--- config.mk ---
export PLATFORM = sky130hd
export DESIGN_NAME = regfile_write_arbiter
export DESIGN_NICKNAME = d
export VERILOG_FILES = /design/src/rtl/regfile_write_arbiter.sv
export SDC_FILE = /design/constraint.sdc
export NUM_CORES = 1
export LEC_CHECK = 0
export CORE_UTILIZATION = 52
export DETAILED_ROUTE_END_ITERATION = 10
export PLACE_DENSITY = 0.8
export SLEW_MARGIN = 0
export SYNTH_ARGS = -nofsm -noshare
export SYNTH_HDL_FRONTEND = slang
export SYNTH_SLANG_ARGS = --single-unit
--- constraint.sdc ---
create_clock -name clk -period 3.27 [get_ports clk]
set_clock_uncertainty 0.2 [all_clocks]
set_input_delay 0.327 -clock clk [delete_from_list [all_inputs] [get_ports clk]]
set_output_delay 0.327 -clock clk [all_outputs]
set_load 0.01 [all_outputs]
--- src/rtl/regfile_write_arbiter.sv ---
// Arbitrates register-file writes between pipeline writeback (port A) and a buffered
// long-latency port B, with a starvation drain. Define WARB_BYPASS_EN for same-cycle B bypass.
module regfile_write_arbiter #(
  parameter int unsigned DEPTH        = 4,
  parameter int unsigned STARVE_LIMIT = 8
) (
  input  logic                     clk,
  input  logic                     reset,
  input  logic                     a_valid,
  input  logic [4:0]               a_reg,
  input  logic [31:0]              a_data,
  input  logic                     b_valid,
  output logic                     b_ready,
  input  logic [4:0]               b_reg,
  input  logic [31:0]              b_data,
  output logic                     rf_we,
  output logic [4:0]               rf_waddr,
  output logic [31:0]              rf_wdata,
  output logic                     stall_o,
  input  logic [4:0]               q_reg1,
  input  logic [4:0]               q_reg2,
  output logic                     q_hit1,
  output logic                     q_hit2,
  output logic [$clog2(DEPTH):0]   count
);

  localparam int unsigned AW = $clog2(DEPTH);
  localparam int unsigned CW = AW + 1;
  localparam int unsigned SW = $clog2(STARVE_LIMIT + 1);

  typedef enum logic [1:0] {GntNone, GntA, GntFifo, GntBypass} grant_e;

  logic [4:0]       reg_q  [DEPTH];
  logic [31:0]      data_q [DEPTH];
  logic [DEPTH-1:0] valid_q, valid_d;
  logic [AW-1:0]    wr_ptr_q, wr_ptr_d, rd_ptr_q, rd_ptr_d;
  logic [CW-1:0]    count_q, count_d;
  logic [SW-1:0]    starve_q, starve_d;
  logic             stall_q, stall_d;

  grant_e grant;
  logic   empty, full, a_req, push_hs, enq, pop;

  assign empty   = (count_q == '0);
  assign full    = (count_q == CW'(DEPTH));
  assign b_ready = ~full;
  assign a_req   = a_valid && (a_reg != 5'd0);
  assign push_hs = b_valid && b_ready;

  always_comb begin
    grant = GntNone;
    if (stall_q && !empty) begin
      grant = GntFifo;
    end else if (a_req) begin
      grant = GntA;
    end else if (!empty) begin
      grant = GntFifo;
`ifdef WARB_BYPASS_EN
    end else if (!stall_q && push_hs && (b_reg != 5'd0)) begin
      grant = GntBypass;
`endif
    end
  end

  always_comb begin
    rf_waddr = 5'd0;
    rf_wdata = 32'd0;
    unique case (grant)
      GntA: begin
        rf_waddr = a_reg;
        rf_wdata = a_data;
      end
      GntFifo: begin
        rf_waddr = reg_q[rd_ptr_q];
        rf_wdata = data_q[rd_ptr_q];
      end
      GntBypass: begin
        rf_waddr = b_reg;
        rf_wdata = b_data;
      end
      default: ;
    endcase
    // Async reset also masks the combinational write path.
    rf_we = (grant != GntNone) && !reset;
  end

  assign pop = (grant == GntFifo);
  assign enq = push_hs && (b_reg != 5'd0) && (grant != GntBypass);

  always_comb begin
    valid_d  = valid_q;
    wr_ptr_d = wr_ptr_q;
    rd_ptr_d = rd_ptr_q;
    if (pop) begin
      valid_d[rd_ptr_q] = 1'b0;
      rd_ptr_d          = rd_ptr_q + AW'(1);
    end
    if (enq) begin
      valid_d[wr_ptr_q] = 1'b1;
      wr_ptr_d          = wr_ptr_q + AW'(1);
    end
    count_d = count_q + CW'(enq) - CW'(pop);

    starve_d = '0;
    if (!empty && !pop && (starve_q != SW'(STARVE_LIMIT))) begin
      starve_d = starve_q + SW'(1);
    end
    // A raised stall always forces a pop on the next cycle, so it lasts one cycle.
    stall_d = !stall_q && !empty && !pop && (starve_q == SW'(STARVE_LIMIT - 1));
  end

  always_ff @(posedge clk or posedge reset) begin
    if (reset) begin
      valid_q  <= '0;
      wr_ptr_q <= '0;
      rd_ptr_q <= '0;
      count_q  <= '0;
      starve_q <= '0;
      stall_q  <= 1'b0;
    end else begin
      valid_q  <= valid_d;
      wr_ptr_q <= wr_ptr_d;
      rd_ptr_q <= rd_ptr_d;
      count_q  <= count_d;
      starve_q <= starve_d;
      stall_q  <= stall_d;
    end
  end

  always_ff @(posedge clk) begin
    if (enq) begin
      reg_q[wr_ptr_q]  <= b_reg;
      data_q[wr_ptr_q] <= b_data;
    end
  end

  always_comb begin
    q_hit1 = 1'b0;
    q_hit2 = 1'b0;
    for (int unsigned i = 0; i < DEPTH; i++) begin
      if (valid_q[i] && (reg_q[i] == q_reg1)) q_hit1 = 1'b1;
      if (valid_q[i] && (reg_q[i] == q_reg2)) q_hit2 = 1'b1;
    end
    q_hit1 = q_hit1 && (q_reg1 != 5'd0);
    q_hit2 = q_hit2 && (q_reg2 != 5'd0);
  end

  assign stall_o = stall_q;
  assign count   = count_q;

endmodule
==> run metrics <==
Max FO, Critical Path 25; final wirelength 14900 um; max-slew violations 0; die area 0.0141 sq mm; Peak VDD IR 0.512 mV; crit path capture type output port; DR WL/cell 20.6 um; Crit Path Class input pin to output port; worst-skew pair later-pin latency 0.42 ns; worst slew pin tran 0.639 ns; Seq. cell area 0.00485 sq mm; vias in the first global route 4332; ys flop type edfxtp_1; Synth top area share 0.625; f_max 0.315 GHz; Vias 4062; CP Capture Point rf_wdata[12]; CP most frequent cell clkdlybuf4s50_1; most frequent cells after synthesis edfxtp_1, a22o_1, mux4_2; Power per Cell Area 799 mW/mm^2; Mean Syn Cell Area 18.0 sq um; crit share post-route 0.972; n_diodes 0; final-layout fill cell count 867; post-route ant nets 0; status complete, no violations; Synth Cell Area 0.00711 sq mm; setup ws final 0.0910 ns; area delta synth->final 31.2%; global-route wire length before repair 23400 um; # IOs 133; CP delay by family, top buffers and inverters; CTS tree yes; fin crit period 3.18 ns; Die Ht 119 um; CP max stage cell or4_1; Port Buffers 132; worst slack at placement -0.0204 ns; static leakage 3.26 nW; P_int 0.00532 W; Slew HR 0.574; synth top area cells edfxtp_1, mux4_2, dfrtp_1; DP HPWL 10100 um; gpl congestion 0.888; number of synthesized register bits 164; ratio of cells with drive above 1 in the final layout 0.171; crit path from a_reg[4]; Final Util 0.702; grt total ovfl 0; largest net degree at the start of global routing 33; EDFF count, synth 148; fraction of registers with async set or reset after synthesis 0.0976; Startpoint Class input pin; top-count cell post-synth edfxtp_1; Fin. Hold Viols 0; syn_nets 496; Multi-input gate area 0.00210 sq mm; CTS buffer count 17; total track usage 0.225; post-placement cell area 0.00871 sq mm; initial antenna violation count 0; Die Width 119 um; CTS clk-pin slew, worst paths 0.06 ns; clock power share 0.269; Clock Tree Root clkbuf_16; Setup TNS 0 ns; sequential power share 0.402; Ys Warns 0; Logic pwr share 0.329; reg2reg path depth 9; clock sink count 164; layout net count 637; library cells used by synthesis 29; cells after synthesis 395; H-tree levels 4; Clock Path Buffers 2; DR DRC count 0; initial core utilization 0.535; CP Buf/Inv Count 3; Site Rows 42; Data arrival, critical path 2.65 ns; drt pass-1 iters 4; cell count along the critical path 7; worst stage delay on the critical path 0.60 ns; Reg-to-Reg End count[2]; flop-to-flop setup slack 0.67 ns; Sw Pwr 0.00214 W; hold buffer count at cts 0; Crit path required time 2.74 ns; Sw Ratio 0.287; largest area contributor in the netlist edfxtp_1; max-cap violations 0; R2R Path Start count[1]; Via density 5.60; Power Total 0.00746 W; CP Cell Sequence clkdlybuf4s50_1, or4_1, o21ai_4, o21a_4, buf_12, a22o_1, clkdlybuf4s50_1; Seq/Total Area, Yosys 0.681; Worst Hold Class input pin to async pin; initial DRC count 261; final-report setup violation count 0; core footprint 0.0133 sq mm; Design Area, Final 0.00933 sq mm
-- layout by cell type, fill, tap and decap left out, types with 4 or more instances in the layout --
cell type,synthesis,final
xnor2_1,13,13
nor2_1,6,6
and2_2,0,4
xor2_1,33,33
dfrtp_1,16,14
ha_1,12,12
buf_12,0,5
nand3_1,9,9
clkinvlp_4,0,6
a22o_1,41,41
mux4_2,37,37
inv_1,12,12
nor4_1,8,8
nand2_1,8,8
clkbuf_16,0,17
buf_4,0,12
edfxtp_1,148,148
clkdlybuf4s50_1,0,132
-- through the flow --
| stage | std cells | hold slack (ns) |
|---|---|---|
| final | 725 | 0.118 |
| after global routing | 725 | 0.185 |
| after CTS | 725 | 0.123 |
| after detailed placement | 693 | 0.281 |
| after global placement | 693 | 0.267 |
| after floorplan | 395 | 0.0407 |
-- area by class of cell --
| cell class | count | area share |
|---|---|---|
| Clock inverter | 14 | 0.0189 |
| Tap cell | 176 | 0.0236 |
| Inverter | 12 | 0.00483 |
| Timing Repair Buffer | 149 | 0.162 |
| Multi-Input combinational cell | 192 | 0.225 |
| Sequential cell | 164 | 0.519 |
| Clock buffer | 18 | 0.0460 |
-- worst reg2reg max path, cell delays in order (launching register included) --
cell     delay [ns]
dfrtp_1        0.46
or3_1          0.46
o21a_4         0.18
ha_1           0.27
inv_1          0.07
ha_1           0.14
inv_1          0.05
fa_1           0.37
xnor2_1        0.19
xnor2_1        0.14
-- routing by layer --
layer	global-route usage	wire length, um	vias to the layer above
li1	-	-	1847
met1	0.294	6170	2050
met2	0.374	7670	149
met3	0.0469	909	16
met4	0.0862	193	0
met5	0	0	-
-- power groups by stage --
stage               clock network (W)  logic (W)  registers [W]
detailed placement                  0    0.00247        0.00304
global placement                    0    0.00244        0.00301
finish                        0.00201    0.00245        0.00300
global route                  0.00212    0.00265        0.00304
CTS                           0.00205    0.00249        0.00300
floorplan                           0    0.00151        0.00297
-- worst min-delay path by stage --
stage | start | to | slack, ns
after floorplan | reset | count[0] | 0.04
after global placement | starve_q[0] | starve_q[0] | 0.27
after detailed placement | starve_q[0] | starve_q[0] | 0.28
after CTS | reset | count[0] | 0.12
after global routing | reset | count[0] | 0.18
final | reset | count[0] | 0.12
-- kinds of logic after synthesis --
family	share of synthesized area
simple gates	0.0336
flops	0.681
compound gates	0.0589
fa+ha+maj	0.0239
mux	0.119
buf+inv	0.0269
xor+xnor	0.0567
-- flip-flops by register name (all words and copies together), names as in the netlist --
signal    flops
starve_q      4
wr_ptr_q      2
stall_o       1
rd_ptr_q      2
data_q      128
valid_q       4
count         3
reg_q        20
-- timing repair --
| action | CTS | global route |
|---|---|---|
| gates resized for setup | 0 | 2 |
| endpoints found under the setup margin | 0 | 27 |
| setup buffers | 0 | 0 |
(Power assumes the default switching activity.)
==> RTL change (same flow settings) <==
Change the parameter `STARVE_LIMIT` from 8 to 16.
--- a/src/rtl/regfile_write_arbiter.sv
+++ b/src/rtl/regfile_write_arbiter.sv
@@ -3,5 +3,5 @@
 module regfile_write_arbiter #(
   parameter int unsigned DEPTH        = 4,
-  parameter int unsigned STARVE_LIMIT = 8
+  parameter int unsigned STARVE_LIMIT = 16
 ) (
   input  logic                     clk,
Formal check against the unedited RTL: no difference found for any inputs over 4 cycles, from zero or initial values and one cycle with reset high; that may be too few to reach the edited logic, so the function may still have changed.
==> RTL change against the original RTL <==
  * Worst setup slack better by 0.023 ns
  * Largest cell class unchanged
  * Critical path type unchanged
  * Utilization is 0.67 points lower
  * Total power is 2.1% lower
  * Sequential cell count is 1 higher
  * Non-clock buffer count is 6 lower
  * Cell area is 0.17% lower
  * Final cell count is 0.14% lower
  * Register-to-register slack worse by 0.09 ns
  * Sequential power hardly changed
  * Routed wire length is 3.3% higher
  * Synthesized area is 1.3% higher
==> RTL change: results <==
[synthesis]
synth.distinct_cells = 34
syn_nets = 505
ys_async_sr_fraction_pct = 10.30
syn_inst = 403
ys_seq_area_share_pct = 67.60
synthFlopType = edfxtp_1
synth_common_cells = 148 x edfxtp_1, 41 x a22o_1, 37 x mux4_2, 33 x xor2_1, 17 x dfrtp_1
yosys-top-cells-area = edfxtp_1 62%, mux4_2 12%, dfrtp_1 5.9%, a22o_1 5.0%, xor2_1 4.0%
synth_edf_count = 148
synth_warnings = 0

[global_routing]
antenna_found_initial = 0
grt_pass1_vias = 4311
track_usage_pct = 23.09
grt_max_degree = 37
grt_pass1_wl_um = 23920

[routing]
vias = 4151
wl_per_cell_um = 21.32
drt-pass1-iter-count = 5
drt-initial-drc-count = 273

[clock_network]
cts_buffers = 17
ctsResizeCount = 0
clk_pin_slew_ns = 0.06
root_buffer = clkbuf_16
post_cts_buffers = 0
clock_latency_ns = 0.42
clk_path_buf_depth = 2
h-tree-depth = 4

[placed_design]
place_area_um2 = 8772
dp_hpwl_um = 10310
gp_congestion = 0.8902
io_buffers = 132
dp_cells = 694

[final_layout]
diodes = 0
stdcell_count = 724
final_layout_size_suffix_gt1_share_pct = 15.33
reg.largest.list = data_q x128, reg_q x20, starve_q x5
final_nets = 639

[critical_path]
arrival_ns = 2.63
crit_fanout = 22

[power_and_ir_drop]
p_leak_nw = 3.257
peakVddDrop_mv = 0.5214

[timing]
worst_pin_slew_ns = 0.9100
fin_setup_tns_ns = 0

[hold_path]
hold_class = input pin to async pin

[status]
outcome = finished clean
RTL change: cell count changes after synthesis, moves of 2 or more:
cell      delta
buf_6        +3
clkbuf_1     -3
and3_1       +2
inv_1        +2
nor2_1       +2
nor3_1       -2
o21ai_0      -2
o21ai_1      +2
RTL change: per-layer routing:
metal | vias up | routed length, um | track usage [%] | part of all wire (%)
met3 | 25 | 904 | 4.895 | 5.9
met4 | 0 | 367 | 10.31 | 2.4
met1 | 2101 | 6278 | 29.63 | 41
met5 | - | 0 | 0 | 0
met2 | 164 | 7884 | 38.04 | 51
li1 | 1861 | - | - | -
RTL change: final timing paths:
check                            start      endpoint  slack [ns]  depth (start not counted)
max                           a_reg[1]  rf_wdata[16]        0.11                          7
max in group asynchronous        reset   rd_ptr_q[0]        2.19                          2
min in group clk           starve_q[0]   starve_q[0]        0.29                          1
min reg2reg                starve_q[0]   starve_q[0]        0.29                          1
max reg2reg                   count[0]      count[2]        0.58                          8
min                              reset      count[2]        0.18                          2
RTL change: logic make-up after synthesis:
family,Yosys count,synth area share (%)
xor+xnor,46,5.593
simple gates,49,3.665
buf+inv,42,3.161
fa+ha+maj,14,2.536
flops,165,67.60
compound gates,49,5.715
mux,38,11.72
RTL change: cell type report:
class	instances	area, um2
Multi-Input combinational cell	196	2123
Fill cell	852	4084
Inverter	14	52.55
Tap cell	176	220.2
Timing Repair Buffer	143	1504
Clock inverter	12	115.1
Sequential cell	165	4872
Clock buffer	18	429.2
RTL change: metrics by stage:
stage	hold slack (ns)	util [%]	total power, W	setup WS (ns)
2_1_floorplan	0.05307	-	0.004486	0.5943
3_3_place_gp	0.2683	65.46	0.005443	0.1552
3_5_place_dp	0.2843	65.46	0.005519	0.1105
4_1_cts	0.1881	69.52	0.007383	0.09572
5_1_grt	0.2492	69.52	0.007649	0.001271
6_report	0.1837	69.52	0.007304	0.1143
RTL change: critical path: stages:
cell and delay, ns:
clkdlybuf4s50_1 0.46, or4_4 0.56, o21ai_1 0.24, a21oi_4 0.05, buf_4 0.22, a22o_1 0.27
clkdlybuf4s50_1 0.49
RTL change: power breakdown:
part / leakage (nW) / switching, W / internal, W / total [W]
Clock: 0.255 / 0.000755 / 0.00110 / 0.00185
Sequential: 1.56 / 0.000225 / 0.00279 / 0.00301
Combinational: 1.44 / 0.00112 / 0.00132 / 0.00244
Total: 3.26 / 0.00210 / 0.00520 / 0.00730
